--- src/rtl/pc_sequencer.sv ---
// Program counter sequencer: picks the next fetch address each cycle from
// sequential fetch, taken branch, exception vector or hold. It also runs the
// post-redirect pipeline flush and a stall watchdog that raises an exception
// when a stall lasts too long.
module pc_sequencer #(
   parameter int unsigned      WIDTH        = 16,
   parameter int unsigned      INC          = 2,
   parameter logic [WIDTH-1:0] EXC_VECTOR   = 16'h0040,
   parameter int unsigned      FLUSH_CYCLES = 2,
   parameter int unsigned      MAX_STALL    = 15
) (
   input  logic             clock,
   input  logic             reset,
   input  logic [WIDTH-1:0] pc_current,
   input  logic             stall_req,
   input  logic             branch_taken,
   input  logic [WIDTH-1:0] branch_target,
   input  logic             exc_req,
   input  logic             halt_req,
   input  logic             resume,
   output logic [WIDTH-1:0] pc_new_address,
   output logic             pc_stop,
   output logic             flush,
   output logic             halted,
   output logic [WIDTH-1:0] epc,
   output logic [1:0]       exc_cause
);

   localparam logic [1:0] ST_RUN   = 2'd0;
   localparam logic [1:0] ST_STALL = 2'd1;
   localparam logic [1:0] ST_FLUSH = 2'd2;
   localparam logic [1:0] ST_HALT  = 2'd3;

   localparam logic [1:0] CAUSE_EXT  = 2'd1;
   localparam logic [1:0] CAUSE_WDOG = 2'd2;

   logic [1:0]       state_q, state_d;
   logic [2:0]       flush_cnt_q, flush_cnt_d;
   logic [7:0]       stall_cnt_q, stall_cnt_d;
   logic [WIDTH-1:0] epc_q, epc_d;
   logic [1:0]       cause_q, cause_d;
   logic             flush_q, halted_q;

   logic [WIDTH-1:0] seq_addr;
   logic             take_exc, take_wdog, take_halt, take_branch, take_stall, take_seq;

   assign seq_addr = pc_current + WIDTH'(INC);

   // Decide which single action wins this cycle for the current state.
   always_comb begin
      take_exc    = 1'b0;
      take_wdog   = 1'b0;
      take_halt   = 1'b0;
      take_branch = 1'b0;
      take_stall  = 1'b0;
      take_seq    = 1'b0;
      case (state_q)
         ST_RUN, ST_STALL: begin
            if (exc_req) begin
               take_exc = 1'b1;
            end else if (halt_req) begin
               take_halt = 1'b1;
            end else if (branch_taken) begin
               take_branch = 1'b1;
            end else if (stall_req) begin
               // The watchdog only fires when a stall would otherwise win.
               if (stall_cnt_q == 8'(MAX_STALL)) take_wdog = 1'b1;
               else take_stall = 1'b1;
            end else begin
               take_seq = 1'b1;
            end
         end
         ST_FLUSH: begin
            // Branch/halt/stall come from killed instructions during a flush.
            if (exc_req) take_exc = 1'b1;
            else take_seq = 1'b1;
         end
         default: begin
            if (resume) take_seq = 1'b1;
         end
      endcase
   end

   // Fetch control to the program counter; forced to hold at zero in reset.
   always_comb begin
      pc_stop        = 1'b1;
      pc_new_address = pc_current;
      if (take_exc || take_wdog) begin
         pc_stop        = 1'b0;
         pc_new_address = EXC_VECTOR;
      end else if (take_branch) begin
         pc_stop        = 1'b0;
         pc_new_address = branch_target;
      end else if (take_seq) begin
         pc_stop        = 1'b0;
         pc_new_address = seq_addr;
      end
      if (reset) begin
         pc_stop        = 1'b1;
         pc_new_address = '0;
      end
   end

   // Next-state values for the FSM, counters and exception capture.
   always_comb begin
      state_d     = state_q;
      flush_cnt_d = flush_cnt_q;
      stall_cnt_d = stall_cnt_q;
      epc_d       = epc_q;
      cause_d     = cause_q;
      if (take_exc || take_wdog) begin
         state_d     = ST_FLUSH;
         flush_cnt_d = 3'(FLUSH_CYCLES);
         stall_cnt_d = '0;
         epc_d       = pc_current;
         cause_d     = take_exc ? CAUSE_EXT : CAUSE_WDOG;
      end else if (take_halt) begin
         state_d     = ST_HALT;
         stall_cnt_d = '0;
      end else if (take_branch) begin
         state_d     = ST_FLUSH;
         flush_cnt_d = 3'(FLUSH_CYCLES);
         stall_cnt_d = '0;
      end else if (take_stall) begin
         state_d     = ST_STALL;
         stall_cnt_d = stall_cnt_q + 8'd1;
      end else if (take_seq) begin
         if (state_q == ST_FLUSH) begin
            if (flush_cnt_q <= 3'd1) begin
               state_d     = ST_RUN;
               flush_cnt_d = '0;
            end else begin
               flush_cnt_d = flush_cnt_q - 3'd1;
            end
         end else begin
            state_d     = ST_RUN;
            stall_cnt_d = '0;
         end
      end
   end

   // State registers; flush/halted track the state being entered.
   always_ff @(posedge clock or posedge reset) begin
      if (reset) begin
         state_q     <= ST_RUN;
         flush_cnt_q <= '0;
         stall_cnt_q <= '0;
         epc_q       <= '0;
         cause_q     <= '0;
         flush_q     <= 1'b0;
         halted_q    <= 1'b0;
      end else begin
         state_q     <= state_d;
         flush_cnt_q <= flush_cnt_d;
         stall_cnt_q <= stall_cnt_d;
         epc_q       <= epc_d;
         cause_q     <= cause_d;
         flush_q     <= (state_d == ST_FLUSH);
         halted_q    <= (state_d == ST_HALT);
      end
   end

   assign flush     = flush_q;
   assign halted    = halted_q;
   assign epc       = epc_q;
   assign exc_cause = cause_q;

endmodule

--- config.mk ---
export PLATFORM = sky130hd
export DESIGN_NAME = pc_sequencer
export DESIGN_NICKNAME = d
export VERILOG_FILES = /design/src/rtl/pc_sequencer.sv
export SDC_FILE = /design/constraint.sdc
export NUM_CORES = 1
export LEC_CHECK = 0
export BUFFER_PORTS_ARGS = -buffer_cell sky130_fd_sc_hd__buf_4
export CAP_MARGIN = 20
export CORE_MARGIN = 2
export CORE_UTILIZATION = 50
export CTS_CLUSTER_DIAMETER = 50
export DETAILED_ROUTE_END_ITERATION = 12
export PLACE_DENSITY = 0.81
export RECOVER_POWER = 25
export SLEW_MARGIN = 20
export SYNTH_ARGS = -nofsm -noshare
export SYNTH_HDL_FRONTEND = slang
export SYNTH_SLANG_ARGS = --single-unit
--- constraint.sdc ---
create_clock -name clock -period 2.6 [get_ports clock]
set_input_delay 0.39 -clock clock [delete_from_list [all_inputs] [get_ports clock]]
set_output_delay 0.39 -clock clock [all_outputs]
set_load 0.03 [all_outputs]
# After elaboration in Yosys (flattened, before gate mapping)
# Cells that the tools add are included.
word_totals:
  out_inout_bits: 37
  input_bits: 39
  ff_bits: 33
  elab_cells: 85
op_classes:
  order_cmp: 1
  addsub: 3
  muxes: 57
  reduce_logical: 9
  n_eq_ne: 8
ops:
  columns: ["op", "n"]
  rows:
  - ["$mux W16", 4]
  - ["$mux W8", 6]
  - ["$mux W1", 31]
  - ["$mux W3", 7]
  - ["$add A16 B2 Y16 const B", 1]
  - ["$mux W2", 8]
  - ["$add A8 B1 Y8 const B", 1]
  - ["$eq A8 B4 Y1 const B", 1]
  - ["$eq A2 B2 Y1 const B", 3]
  - ["$reduce_bool A3 Y1", 2]
  - ["$ne A5 B5 Y1 const B", 1]
  - ["$reduce_bool A5 Y1", 1]
  - ["$reduce_and A4 Y1", 1]
  - ["$le A3 B1 Y1 const B", 1]
  - ["$ne A3 B2 Y1 const B", 1]
  - ["$reduce_or A3 Y1", 1]
  - ["$sub A3 B1 Y3 const B", 1]
  - ["$eq A2 B1 Y1 const B", 1]
  - ["$logic_not A2 Y1", 1]
  - ["$ne A2 B1 Y1 const B", 1]
  - ["$pmux W1 S2", 1]
  - ["$reduce_and A2 Y1", 1]
  - ["$reduce_or A2 Y1", 1]
  - ["$logic_or A1 B1 Y1", 1]

# Logic depth before layout (Yosys ltp)
depth:
  depth_word: 12
  mapped_depth: 7
  mapped_depth_nobuf: 7

# Worst setup path after synthesis
# No wires, ideal clock.
synth_timing:
  kind: "register -> output"
  from: "reg stall_cnt_q[0]"
  to: "out pc_new_address[12]"
  arrival_time_ns: 2.408
  t_required_ns: 2.210
  stages_incl_launch_ff: 7
  path_buffers: 1
  setup_slack_ns: -0.198
  path_cell_list: "dfrtp_1 > ha_1 > nand3_1 > nor4_1 > or3_1 > clkbuf_1 > nor4_1"
synth_between:
  elab_chain_cells: 10
synth_lines:
  columns: ["element", "line", "text"]
  rows:
  - ["start, declared", "39", "logic [7:0] stall_cnt_q, stall_cnt_d;"]
  - ["start signal, assigned", "155", "stall_cnt_q <= stall_cnt_d;"]
  - ["$eq A8 B4 Y1", "67", "if (stall_cnt_q == 8'(MAX_STALL)) take_wdog = 1'b1;"]
  - ["$mux W1", "67", null]
  - ["$mux W1", "65", "end else if (stall_req) begin"]
  - ["$mux W1", "63", "end else if (branch_taken) begin"]
  - ["$mux W1", "61", "end else if (halt_req) begin"]
  - ["$mux W1", "59", "if (exc_req) begin"]
  - ["$mux W1", "57", "case (state_q)"]
  - ["$logic_or A1 B1 Y1", "88", "if (take_exc || take_wdog) begin"]
  - ["$mux W16", "88", null]
  - ["$mux W16", "98", "if (reset) begin"]
  - ["end, declared", "21", "output logic [WIDTH-1:0] pc_new_address,"]
# Every way passes these cells.

# Worst setup path in the final report
layout_timing:
  from: "reg stall_cnt_q[5]"
  to: "out pc_new_address[6]"
# Same word-level chain as after synthesis.

==> impl_metrics.json <==
{
  "cts_made_buffers": 5,
  "drc_errors": 0,
  "hold_path.class": "input pin to register",
  "wl_met2_um": 2902,
  "coreArea_sq_um": 4000,
  "drt_iter0_markers": 145,
  "clock_skew_ns": 0.004615,
  "viasPerCell": 5.567,
  "fp-row-count": 23,
  "cts_sinks": 33,
  "syn-mean-instance-area_sq_um": 8.167,
  "vias": 2199,
  "synthToLayoutAreaGrowth_pct": 42.01,
  "reg2reg_from": "stall_cnt_q[5]$_DFFE_PP0P_",
  "peakVddDrop_mv": 0.6802,
  "die_area_sq_um": 4715,
  "timing.max_cap.violations": 1,
  "cts_tree": "yes",
  "pwr-share-seq_pct": 29.7,
  "first_pass_iters": 4,
  "antenna_found_initial": 0,
  "worst_pin_slew_ns": 1.796,
  "failed_checks": "capacitance limit, slew limit, setup timing",
  "antenna_cells": 0,
  "seq_area_frac_synth_pct": 39.50,
  "grt_usage_pct": 25.51,
  "syn-cell-area_sq_um": 2091,
  "cts_max_level": 2,
  "postCtsHoldBufs": 0,
  "finalHoldViolCount": 0,
  "maxSlewHeadroom_pct": -19.77,
  "crit_fanout": 5,
  "worst_slack_ns": -0.002676,
  "die_w_um": 68.67,
  "grt_pass1_vias": 1956,
  "dp_hpwl_um": 4318,
  "drive_gt1_share_pct": 34.20,
  "root_buffer": "clkbuf_8",
  "fmax_mhz": 384.2,
  "initial_core_util_pct": 52.27,
  "slew_viol_final": 34,
  "power.density_nw_per_um2": 887.6,
  "top_layer": "met4",
  "pin_count": 76,
  "timing.rr.end": "stall_cnt_q[7]$_DFFE_PP0P_",
  "final_common_cell": "buf_4",
  "synthCells": 256,
  "r2r_cells": 5,
  "endpoint": "pc_new_address[6]",
  "wl_met1_um": 2581,
  "place_congestion": 0.8609,
  "swShare_pct": 43.59,
  "worstPathRequired_ns": 2.21,
  "setup_viol": 1,
  "synth-edff-count": 0,
  "clkPwrFrac_pct": 18.6,
  "crit_arrival_ns": 2.21,
  "grt_start_max_net_pins": 34,
  "nNetsFinal": 387,
  "finalCritPeriodShare_pct": 100.1,
  "clockBufferDepth": 2,
  "wl_met3_um": 369,
  "cp-end-kind": "output port",
  "grt_overflow": 0,
  "critical_path.startpoint": "stall_cnt_q[5]$_DFFE_PP0P_",
  "crit_type": "register to output port",
  "p_switching_mw": 1.149,
  "min_period_ns": 2.603,
  "io_buffers": 75,
  "syn_nets": 299,
  "grt_pass1_wl_um": 8990,
  "ant_nets": 0,
  "synthDistinctLibCells": 47,
  "final_cell_mix": "buf_4 (89), nand2_1 (62), nor2_1 (33)",
  "routed_wl_um": 5910,
  "fill_cells": 323,
  "whs_ns": 0.3163,
  "die_h_um": 68.67,
  "reg2reg_slack_ns": 0.40,
  "synth-seq-cells": 33,
  "intPower_mw": 1.487,
  "yosysWarnings": 0,
  "power.total_mw": 2.635,
  "total_leakage_power_nw": 1.420,
  "avgRoutedWirePerCell_um": 14.96,
  "outcome": "complete, but fails checks",
  "rsz0062_at_grt": "yes",
  "path_clk_slew_ns": 0.07,
  "critPathLaunchType": "register",
  "comb_power_share_pct": 51.7,
  "ys.flop_type": "dfrtp_1",
  "clk-insertion-delay-late_ns": 0.29,
  "pre_cts_slack_ns": 0.1914,
  "synthArstFlopShare_pct": 100.0
}
synthesized netlist by cell type (4+ instances only):
| cell type | n | area share (%) |
|---|---|---|
| nand2_1 | 62 | 11 |
| dfrtp_1 | 33 | 39 |
| nor2_1 | 33 | 5.9 |
| a211oi_1 | 14 | 5.0 |
| nand3_1 | 9 | 2.2 |
| xnor2_1 | 9 | 3.8 |
| nor3_1 | 8 | 1.9 |
| inv_1 | 7 | 1.3 |
| nand4_1 | 6 | 1.8 |
| o21ai_0 | 6 | 1.4 |
| clkbuf_1 | 5 | 0.90 |
| o21ai_1 | 5 | 1.2 |
| ha_1 | 4 | 2.4 |
| nor4_1 | 4 | 1.2 |
final cells by class:
type / count / area, sq um / share of cell area [%]
clock buffer: 5 / 68.82 / 2.318
timing repair buffer: 92 / 695.7 / 23.43
inverter: 7 / 26.28 / 0.8850
multi-input combinational: 205 / 1241 / 41.80
clock inverter: 3 / 46.29 / 1.559
sequential: 33 / 828.3 / 27.90
tap: 50 / 62.56 / 2.107
power by group through the flow:
stage                     Sequential (mW)  Combinational, mW  Clock, mW
after global placement              0.779               1.29          0
final                               0.782               1.36      0.491
after detailed placement            0.782               1.31          0
after global routing                0.800               1.48      0.522
after floorplan                      1.02              0.590          0
after CTS                           0.776               1.32      0.500
logic make-up (layout without fill, tap and decap cells):
family	Yosys count	after routing	synth area share (%)
mux	1	1	0.4788
simple gates	139	139	29.80
xor+xnor	12	12	5.027
fa+ha+maj	4	4	2.394
compound gates	49	49	19.03
buf+inv	18	107	3.770
flops	33	33	39.50
metrics by stage:
step / setup TNS, ns / instance area (sq um) / std cells / utilization (%)
2_1_floorplan: -0.9365 / 2097 / 256 / -
3_3_place_gp: 0 / 2780 / 383 / 69.50
3_5_place_dp: 0 / 2780 / 383 / 69.50
4_1_cts: 0 / 2905 / 391 / 72.63
5_1_grt: -0.06998 / 2969 / 395 / 74.23
6_report: -0.002676 / 2969 / 395 / 74.23
timing repair:
| action | 4_1_cts | 5_1_grt |
|---|---|---|
| gates resized for setup | 2 | 9 |
| setup buffers | 0 | 4 |
| pin swaps | 0 | 3 |
| endpoints found under the setup margin | 17 | 17 |
worst max-delay path, cell delays in order (launching register included):
cell and delay [ns]:
dfrtp_2 0.43, or4_4 0.58, o41a_1 0.48, a31oi_1 0.24, buf_4 0.20
worst min path at each step:
stage | startpoint | to | slack, ns | depth (start not counted)
2_1_floorplan | stall_cnt_q[7]$_DFFE_PP0P_ | stall_cnt_q[7]$_DFFE_PP0P_ | 0.44 | 1
3_3_place_gp | epc[5]$_DFFE_PP0P_ | epc[5]$_DFFE_PP0P_ | 0.45 | 2
3_5_place_dp | epc[7]$_DFFE_PP0P_ | epc[7]$_DFFE_PP0P_ | 0.46 | 2
4_1_cts | reset | halted$_DFF_PP0_ | 0.27 | 3
5_1_grt | pc_current[0] | epc[0]$_DFFE_PP0P_ | 0.32 | 3
6_report | pc_current[0] | epc[0]$_DFFE_PP0P_ | 0.32 | 3
per-layer routing:
layer | global-route usage [%] | vias to the layer above
met5 | 0 | -
met4 | 6.000 | 0
met3 | 5.844 | 6
met2 | 42.07 | 78
met1 | 33.92 | 1033
li1 | - | 1082
registers in the layout (all words and copies together) (netlist names):
| register | count |
|---|---|
| flush | 1 |
| flush_cnt_q | 3 |
| exc_cause | 2 |
| stall_cnt_q | 8 |
| halted | 1 |
| state_q | 2 |
| epc | 16 |
No activity file was read; power rests on OpenSTA's default activity.
